$ cat config.mk
export PLATFORM = sky130hd
export DESIGN_NAME = fp_mul_pipe
export DESIGN_NICKNAME = d
export VERILOG_FILES = /design/src/rtl/fp_mul_pipe.sv
export SDC_FILE = /design/constraint.sdc
export NUM_CORES = 2
export LEC_CHECK = 0
export CAP_MARGIN = 20
export CELL_PAD_IN_SITES_DETAIL_PLACEMENT = 1
export CELL_PAD_IN_SITES_GLOBAL_PLACEMENT = 1
export CORE_MARGIN = 2
export CORE_UTILIZATION = 50
export DETAILED_ROUTE_END_ITERATION = 7
export PLACE_DENSITY = 0.86
export SLEW_MARGIN = 20
export SYNTH_ARGS = -nofsm -noshare
export SYNTH_HDL_FRONTEND = slang
export SYNTH_SLANG_ARGS = --single-unit
$ cat constraint.sdc
create_clock -name clk -period 14.4 [get_ports clk]
set_input_delay 1.44 -clock clk [delete_from_list [all_inputs] [get_ports clk]]
set_output_delay 1.44 -clock clk [all_outputs]
set_load 0.02 [all_outputs]
$ cat src/rtl/fp_mul_pipe.sv
// fp_mul_pipe: pipelined IEEE-754 multiplier (RNE, DAZ/FTZ) with valid/ready and global stall.
// Define FP_MUL_FLAGS_EN to build the {invalid, overflow, underflow, inexact} flag logic.
module fp_mul_pipe #(
    parameter int EXP_W = 8,
    parameter int MAN_W = 23,
    localparam int W = 1 + EXP_W + MAN_W
) (
    input  logic         clk,
    input  logic         rst_n,
    input  logic         in_valid,
    output logic         in_ready,
    input  logic [W-1:0] input_a,
    input  logic [W-1:0] input_b,
    output logic         out_valid,
    input  logic         out_ready,
    output logic [W-1:0] result,
    output logic [3:0]   flags
);
    localparam int XW = EXP_W + 2;
    localparam int PW = 2 * MAN_W + 2;
    localparam int FW = MAN_W + 1;
    typedef logic signed [XW-1:0] exp_t;
    localparam exp_t BIAS = exp_t'((1 << (EXP_W - 1)) - 1);
    localparam exp_t EMAX = exp_t'((1 << EXP_W) - 1);
    localparam logic [1:0] C_NUM = 2'd0, C_NAN = 2'd1, C_INF = 2'd2, C_ZERO = 2'd3;
    localparam logic [W-1:0] QNAN = {1'b0, {EXP_W{1'b1}}, 1'b1, {(MAN_W-1){1'b0}}};
`ifdef FP_MUL_FLAGS_EN
    localparam logic [3:0] FLAG_MASK = 4'hf;
`else
    localparam logic [3:0] FLAG_MASK = 4'h0;
`endif

    logic stall;
    logic [EXP_W-1:0] ea, eb;
    logic [MAN_W-1:0] fa, fb;
    logic za, zb, ia, ib, na, nb, inf_zero, snan;
    logic [1:0] cls_n;
    exp_t exp_n;
    logic v1, v2, v3;
    logic s1_sign, s2_sign, s3_sign;
    exp_t s1_exp, s2_exp, s3_exp;
    logic [1:0] s1_cls, s2_cls, s3_cls;
    logic s1_inv, s2_inv, s3_inv;
    logic [MAN_W:0] s1_ma, s1_mb;
    logic [PW-1:0] s2_prod;
    logic msb;
    logic [MAN_W-1:0] s3_frac, frac_r;
    logic s3_g, s3_st, rup, carry, ovf, unf;
    exp_t exp_f;
    logic [W-1:0] res_n;
    logic [3:0] flg_n;

    assign stall = out_valid && !out_ready;
    assign in_ready = !stall;

    // Subnormals (exponent field zero) classify as zero.
    assign ea = input_a[W-2 -: EXP_W];
    assign eb = input_b[W-2 -: EXP_W];
    assign fa = input_a[MAN_W-1:0];
    assign fb = input_b[MAN_W-1:0];
    assign za = ea == '0;
    assign zb = eb == '0;
    assign ia = &ea && fa == '0;
    assign ib = &eb && fb == '0;
    assign na = &ea && fa != '0;
    assign nb = &eb && fb != '0;
    assign inf_zero = (ia && zb) || (ib && za);
    assign snan = (na && !fa[MAN_W-1]) || (nb && !fb[MAN_W-1]);
    assign cls_n = (na || nb || inf_zero) ? C_NAN : (ia || ib) ? C_INF : (za || zb) ? C_ZERO : C_NUM;
    assign exp_n = exp_t'({2'b00, ea}) + exp_t'({2'b00, eb}) - BIAS;

    assign msb = s2_prod[PW-1];

    assign rup = s3_g && (s3_st || s3_frac[0]);
    assign {carry, frac_r} = {1'b0, s3_frac} + FW'(rup);
    assign exp_f = carry ? s3_exp + exp_t'(1) : s3_exp;
    assign ovf = exp_f >= EMAX;
    assign unf = exp_f <= exp_t'(0);
    assign res_n = s3_cls == C_NAN ? QNAN
                 : (s3_cls == C_INF || (s3_cls == C_NUM && ovf)) ? {s3_sign, {EXP_W{1'b1}}, {MAN_W{1'b0}}}
                 : (s3_cls == C_ZERO || unf) ? {s3_sign, {(W-1){1'b0}}}
                 : {s3_sign, exp_f[EXP_W-1:0], frac_r};
    assign flg_n = s3_cls == C_NAN ? {s3_inv, 3'b000}
                 : s3_cls != C_NUM ? 4'b0000
                 : ovf ? 4'b0101
                 : unf ? 4'b0011
                 : {3'b000, s3_g || s3_st};

    always_ff @(posedge clk or negedge rst_n) begin
        if (!rst_n) begin
            {v1, v2, v3, out_valid} <= '0;
            {s1_sign, s2_sign, s3_sign} <= '0;
            {s1_exp, s2_exp, s3_exp} <= '0;
            {s1_cls, s2_cls, s3_cls} <= '0;
            {s1_inv, s2_inv, s3_inv} <= '0;
            {s1_ma, s1_mb, s2_prod} <= '0;
            {s3_frac, s3_g, s3_st} <= '0;
            result <= '0;
            flags <= '0;
        end else if (!stall) begin
            v1 <= in_valid;
            s1_sign <= input_a[W-1] ^ input_b[W-1];
            s1_exp <= exp_n;
            s1_cls <= cls_n;
            s1_inv <= inf_zero || snan;
            s1_ma <= {1'b1, fa};
            s1_mb <= {1'b1, fb};
            v2 <= v1;
            s2_sign <= s1_sign;
            s2_exp <= s1_exp;
            s2_cls <= s1_cls;
            s2_inv <= s1_inv;
            s2_prod <= PW'(s1_ma) * PW'(s1_mb);
            v3 <= v2;
            s3_sign <= s2_sign;
            s3_cls <= s2_cls;
            s3_inv <= s2_inv;
            s3_exp <= msb ? s2_exp + exp_t'(1) : s2_exp;
            s3_frac <= msb ? s2_prod[PW-2 -: MAN_W] : s2_prod[PW-3 -: MAN_W];
            s3_g <= msb ? s2_prod[MAN_W] : s2_prod[MAN_W-1];
            s3_st <= msb ? |s2_prod[MAN_W-1:0] : |s2_prod[MAN_W-2:0];
            out_valid <= v3;
            if (v3) begin
                result <= res_n;
                flags <= flg_n & FLAG_MASK;
            end
        end
    end
endmodule

# Word level (Yosys, flattened, before mapping)
# Cells that the tools add are included.
# op_classes
n_reduce_logical	31
mul	1
n_bitwise	2
order_cmp	2
eq_ne	3
n_mux	11
add_sub_neg	5
# ops
cell	n
31-bit 2-to-1 mux	2
24-bit by 24-bit multiplier with 48-bit output	1
23-bit zero test	2
23-bit nonzero test	2
32-bit 2-to-1 mux	1
23-bit by 1-bit adder with 24-bit output	1
23-bit 2-to-1 mux	1
23-bit OR reduction	1
22-bit OR reduction	1
10-bit by 2-bit adder with 10-bit output (second input constant)	2
10-bit 2-to-1 mux	2
8-bit zero test	2
8-bit AND reduction	2
10-bit by 9-bit greater-or-equal comparator with 1-bit output (second input constant)	1
10-bit by 1-bit <= comparator with 1-bit output (second input constant)	1
9-bit by 7-bit subtractor with 10-bit output (second input constant)	1
8-bit by 8-bit adder with 9-bit output	1
1-bit logical AND	9
1-bit logical OR	8
2-bit 2-to-1 mux	3
2-bit == test (second input constant)	2
2-bit by 1-bit == test with 1-bit output (second input constant)	1
1-bit zero test	2
2-bit zero test	1
4 further kinds	5
# totals
reg_bits	196
word_cells	75
input_bits	68

# Logic depth before layout (Yosys ltp)
# logic_depth
word_depth	9
ltp_mapped	27
mapped_depth_nobuf	24

# Least setup slack after synthesis
# No wires, ideal clock.
# synth_path
path_kind	flip-flop to flip-flop
from	reg s1_ma[20]
to	reg s2_prod[42]
n_path_buf	2
slack_ps	7861
arrival_ps	6413
stages_incl_launch_ff	25
setup_time_ps	126
cell_sequence	dfrtp_1 > clkbuf_1 > nand2_1 > fa_1 > inv_1 > fa_1 > inv_1 > fa_1 > inv_1 > fa_1 > fa_1 > fa_1 > inv_1 > fa_1 > inv_1 > ha_1 > buf_2 > a21o_1 > o21ba_2 > o22ai_1 > o41a_1 > nor3_2 > o21ai_1 > a211oi_1 > o21ai_1
# synth_via
elab_chain_len	1
# synth_lines
item	line	rtl
from (decl)	44	logic [MAN_W:0] s1_ma, s1_mb;
from (signal assigned)	106	s1_ma <= {1'b1, fa};
24-bit by 24-bit multiplier with 48-bit output	113	s2_prod <= PW'(s1_ma) * PW'(s1_mb);
to (signal assigned)	113	
to (decl)	45	logic [PW-1:0] s2_prod;
# No other way between the ends.
# A chain may end at the register's enable or synchronous reset.

# Worst setup path after layout
# layout_path
from	reg s1_mb[7]
to	reg s2_prod[46]
# layout_via
elab_chain_len	1
# layout_lines
item	line	rtl
from (decl)	44	
from (signal assigned)	107	s1_mb <= {1'b1, fb};
24-bit by 24-bit multiplier with 48-bit output	113	
# No other way between the ends.

==> flow_metrics.env <==
export IMPL_synth_edf_count=0
export IMPL_core_rowCount=87
export IMPL_cts_buffer_depth=2
export IMPL_numCtsBuffers=17
export IMPL_drt_iter0_drc=1329
export IMPL_cp_start_kind="flip-flop"
export IMPL_grt_max_degree=88
export IMPL_avgSynthCellArea_um2=8.90
export IMPL_cts_resized=0
export IMPL_worst_slew_pin_slew_ps=1260
export IMPL_synthMuxAreaShare=0.0101
export IMPL_layout_nets=3903
export IMPL_maxCapViolations=0
export IMPL_wl_per_cell_um=22.1
export IMPL_synth_fa_ha_area_frac=0.426
export IMPL_slew_viol_final=0
export IMPL_setup_worst_path_end_class="flip-flop"
export IMPL_synth_top_family_by_area="adder cells"
export IMPL_outcome="finished clean"
export IMPL_cts_tree="done"
export IMPL_syn_area_um2=28300
export IMPL_crit_chain="and2_1, fa_1, fa_1, inv_1, fa_1, fa_1, inv_1, fa_1, fa_1, inv_1, fa_1, inv_1, ha_1, a21oi_1, o21ba_2, o22ai_1, o41a_1, nor3_2, o311ai_0, xnor2_1, o21ai_0"
export IMPL_critPathMaxFanout=25
export IMPL_area_growth_pct=7.58
export IMPL_synth_compound_area_frac=0.0684
export IMPL_drive_above_1_share=0.0340
export IMPL_dp_hpwl_mm=66.4
export IMPL_cts_sinks=195
export IMPL_fillerInstances=6537
export IMPL_die_h_um=242
export IMPL_min_path_type="reg2reg"
export IMPL_die_width_um=242
export IMPL_cts_htree_levels=4
export IMPL_first_pass_iters=5
export IMPL_period_share=0.537
export IMPL_crit_family="adder cells"
export IMPL_coreArea_um2=56200
export IMPL_die_area_um2=58600
export IMPL_ys_flop_type="dfrtp_1"
export IMPL_routabilityCongestion=0.913
export IMPL_grt_overflow=0
export IMPL_path_common_cell="fa_1"
export IMPL_io_pins=106
export IMPL_grt_pass1_vias=25978
export IMPL_vias=22145
export IMPL_ys_ff_latch=195
export IMPL_port_buffers=101
export IMPL_fin_crit_ps=7730
export IMPL_required_ps=14820
export IMPL_cts_setup_buffers=0
export IMPL_synth_simple_gate_area_frac=0.195
export IMPL_rsz0062_at_grt="no"
export IMPL_clk_insertion_delay_late_ps=530
export IMPL_drc=0
export IMPL_grtUsageTotal=0.307
export IMPL_fin_skew_ps=23.2
export IMPL_clk_pin_slew_worst_paths_ps=110
export IMPL_hold_viol=0
export IMPL_root_buffer="clkbuf_16"
export IMPL_synth_top_area_share=0.341
export IMPL_critical_path_buf_inv_count=4
export IMPL_fin_setup_tns_ps=0
export IMPL_critical_path_class="reg2reg"
export IMPL_final_setup_viol_count=0
export IMPL_synth_xor_area_frac=0.0284
export IMPL_yosysSeqAreaShare=0.172
export IMPL_via_per_inst=5.64
export IMPL_crit_arrival_ps=8150
export IMPL_slowest_delay_ps=1180
export IMPL_final_antenna_net_count=0
export IMPL_async_flop_share=1.00
export IMPL_finalWirelength_mm=87.0
export IMPL_crit_path_top_delay_cell="dfrtp_1"
export IMPL_yosys_warnings=0
export IMPL_slew_headroom=0.162
export IMPL_start_util=0.505
export IMPL_synth_largest_area_cell="fa_1"
export IMPL_hold_buffers=0
export IMPL_synth_cells=3184
export IMPL_netlist_cell_type_count=81
export IMPL_antenna_found_initial=2
export IMPL_synthTopCellsByArea="fa_1 (34%), dfrtp_1 (17%), ha_1 (8.5%)"
export IMPL_grt_first_pass_wirelength_mm=140
export IMPL_max_freq_ghz=0.129
metal layers:
metal  up-vias  GRT usage  wire length [um]
met5         -          0                 0
met4         0      0.168              4660
met3       263     0.0492              4530
met2       704      0.541             44700
met1     11548      0.358             33100
li1       9630          -                 -
cells in the final DEF, fill, tap and decap left out, drive strengths merged, types with 27 or more instances in the layout:
| cell type | netlist | layout |
|---|---|---|
| inv | 565 | 576 |
| ha | 193 | 193 |
| nand3 | 30 | 30 |
| o21ai | 98 | 98 |
| a21o | 28 | 28 |
| mux2i | 27 | 27 |
| nor2 | 86 | 86 |
| clkdlybuf4s50 | 0 | 100 |
| xnor2 | 52 | 52 |
| xor2 | 40 | 40 |
| nand2 | 617 | 617 |
| a21oi | 100 | 100 |
| fa | 483 | 483 |
| dfrtp | 195 | 195 |
| and2 | 311 | 311 |
final cells by class:
class,instances,area (um2),area share
flip-flops and latches,195,4880,0.160
well taps,756,946,0.0310
inverters,565,2120,0.0696
repair buffers,123,1190,0.0391
diodes,1,2.50,0.0000821
clock buffers,17,425,0.0140
multi-input cells,2257,20700,0.678
clock inverters,15,238,0.00780
state kept, by name (all words and copies together), names as in the netlist, 2 cells and up:
signal / cells
s1_ma: 24
s2_prod: 48
s3_cls: 2
s1_cls: 2
s2_exp: 10
s3_frac: 23
s1_exp: 10
s1_mb: 23
s2_cls: 2
result: 32
s3_exp: 10
per-stage QoR:
step                      utilization  std cells  hold slack (ps)  setup slack [ps]  instance area (um2)
after detailed placement        0.531       3895              457              6690                29800
after floorplan                     -       3187              432              7860                28400
after CTS                       0.542       3927              486              6640                30500
final                           0.543       3929              477              6670                30500
after global routing            0.543       3929              504              6420                30500
after global placement          0.531       3895              452              6930                29800
cells in the mapped netlist, types with 3 or more instances:
cell type  number
xor2_1         40
nand2_1       616
inv_1         565
nor4b_1         3
nand4_1        24
xnor2_1        52
nand2b_1        6
a21o_1         28
a21boi_0        5
o31ai_1         4
a211o_1         7
nor3_1         11
o21ai_2        21
a21oi_1        99
buf_2           7
nor2b_1         5
nor4_1         16
buf_4           6
or4_1           5
o21ai_1         5
ha_1          193
o21bai_1        6
clkbuf_1      142
fa_1          483
o21ai_0        72
nand3_1        29
nor3b_1         3
nor2_1         86
a31oi_1         7
mux2i_1        27
buf_1          12
and3_1         15
o21a_1          7
a211oi_1        7
dfrtp_1       195
and4_1          6
and2_1        311
o211ai_1        4
buf_6           3
logic make-up after synthesis:
group / count (synthesis)
AND/OR/NAND/NOR: 1155
buffers and inverters: 735
adder cells (fa/ha/maj): 676
AO/OA/AOI/OAI: 302
flip-flops: 195
XOR/XNOR: 92
multiplexers: 28
other: 1
worst min-delay path, cell delays in order, from the launching register on:
cell and delay (ps):
dfrtp_1 360, nand2_1 50, nand2_1 50
final timing paths:
path | from | end | slack [ps] | cells after the start
worst min register to register | s1_exp[9] | s2_exp[9] | 480 | 2
worst max register to register | s1_mb[7] | s2_prod[46] | 6670 | 21
worst max-delay path | s1_mb[7] | s2_prod[46] | 6670 | 21
worst min-delay path | s1_exp[9] | s2_exp[9] | 480 | 2
max in group asynchronous | rst_n | s1_ma[2] | 11470 | 3
min in group asynchronous | rst_n | result[16] | 870 | 1
Power is not shown: default switching activity piles up to over one toggle a cycle in this logic, so the estimate is an artifact.
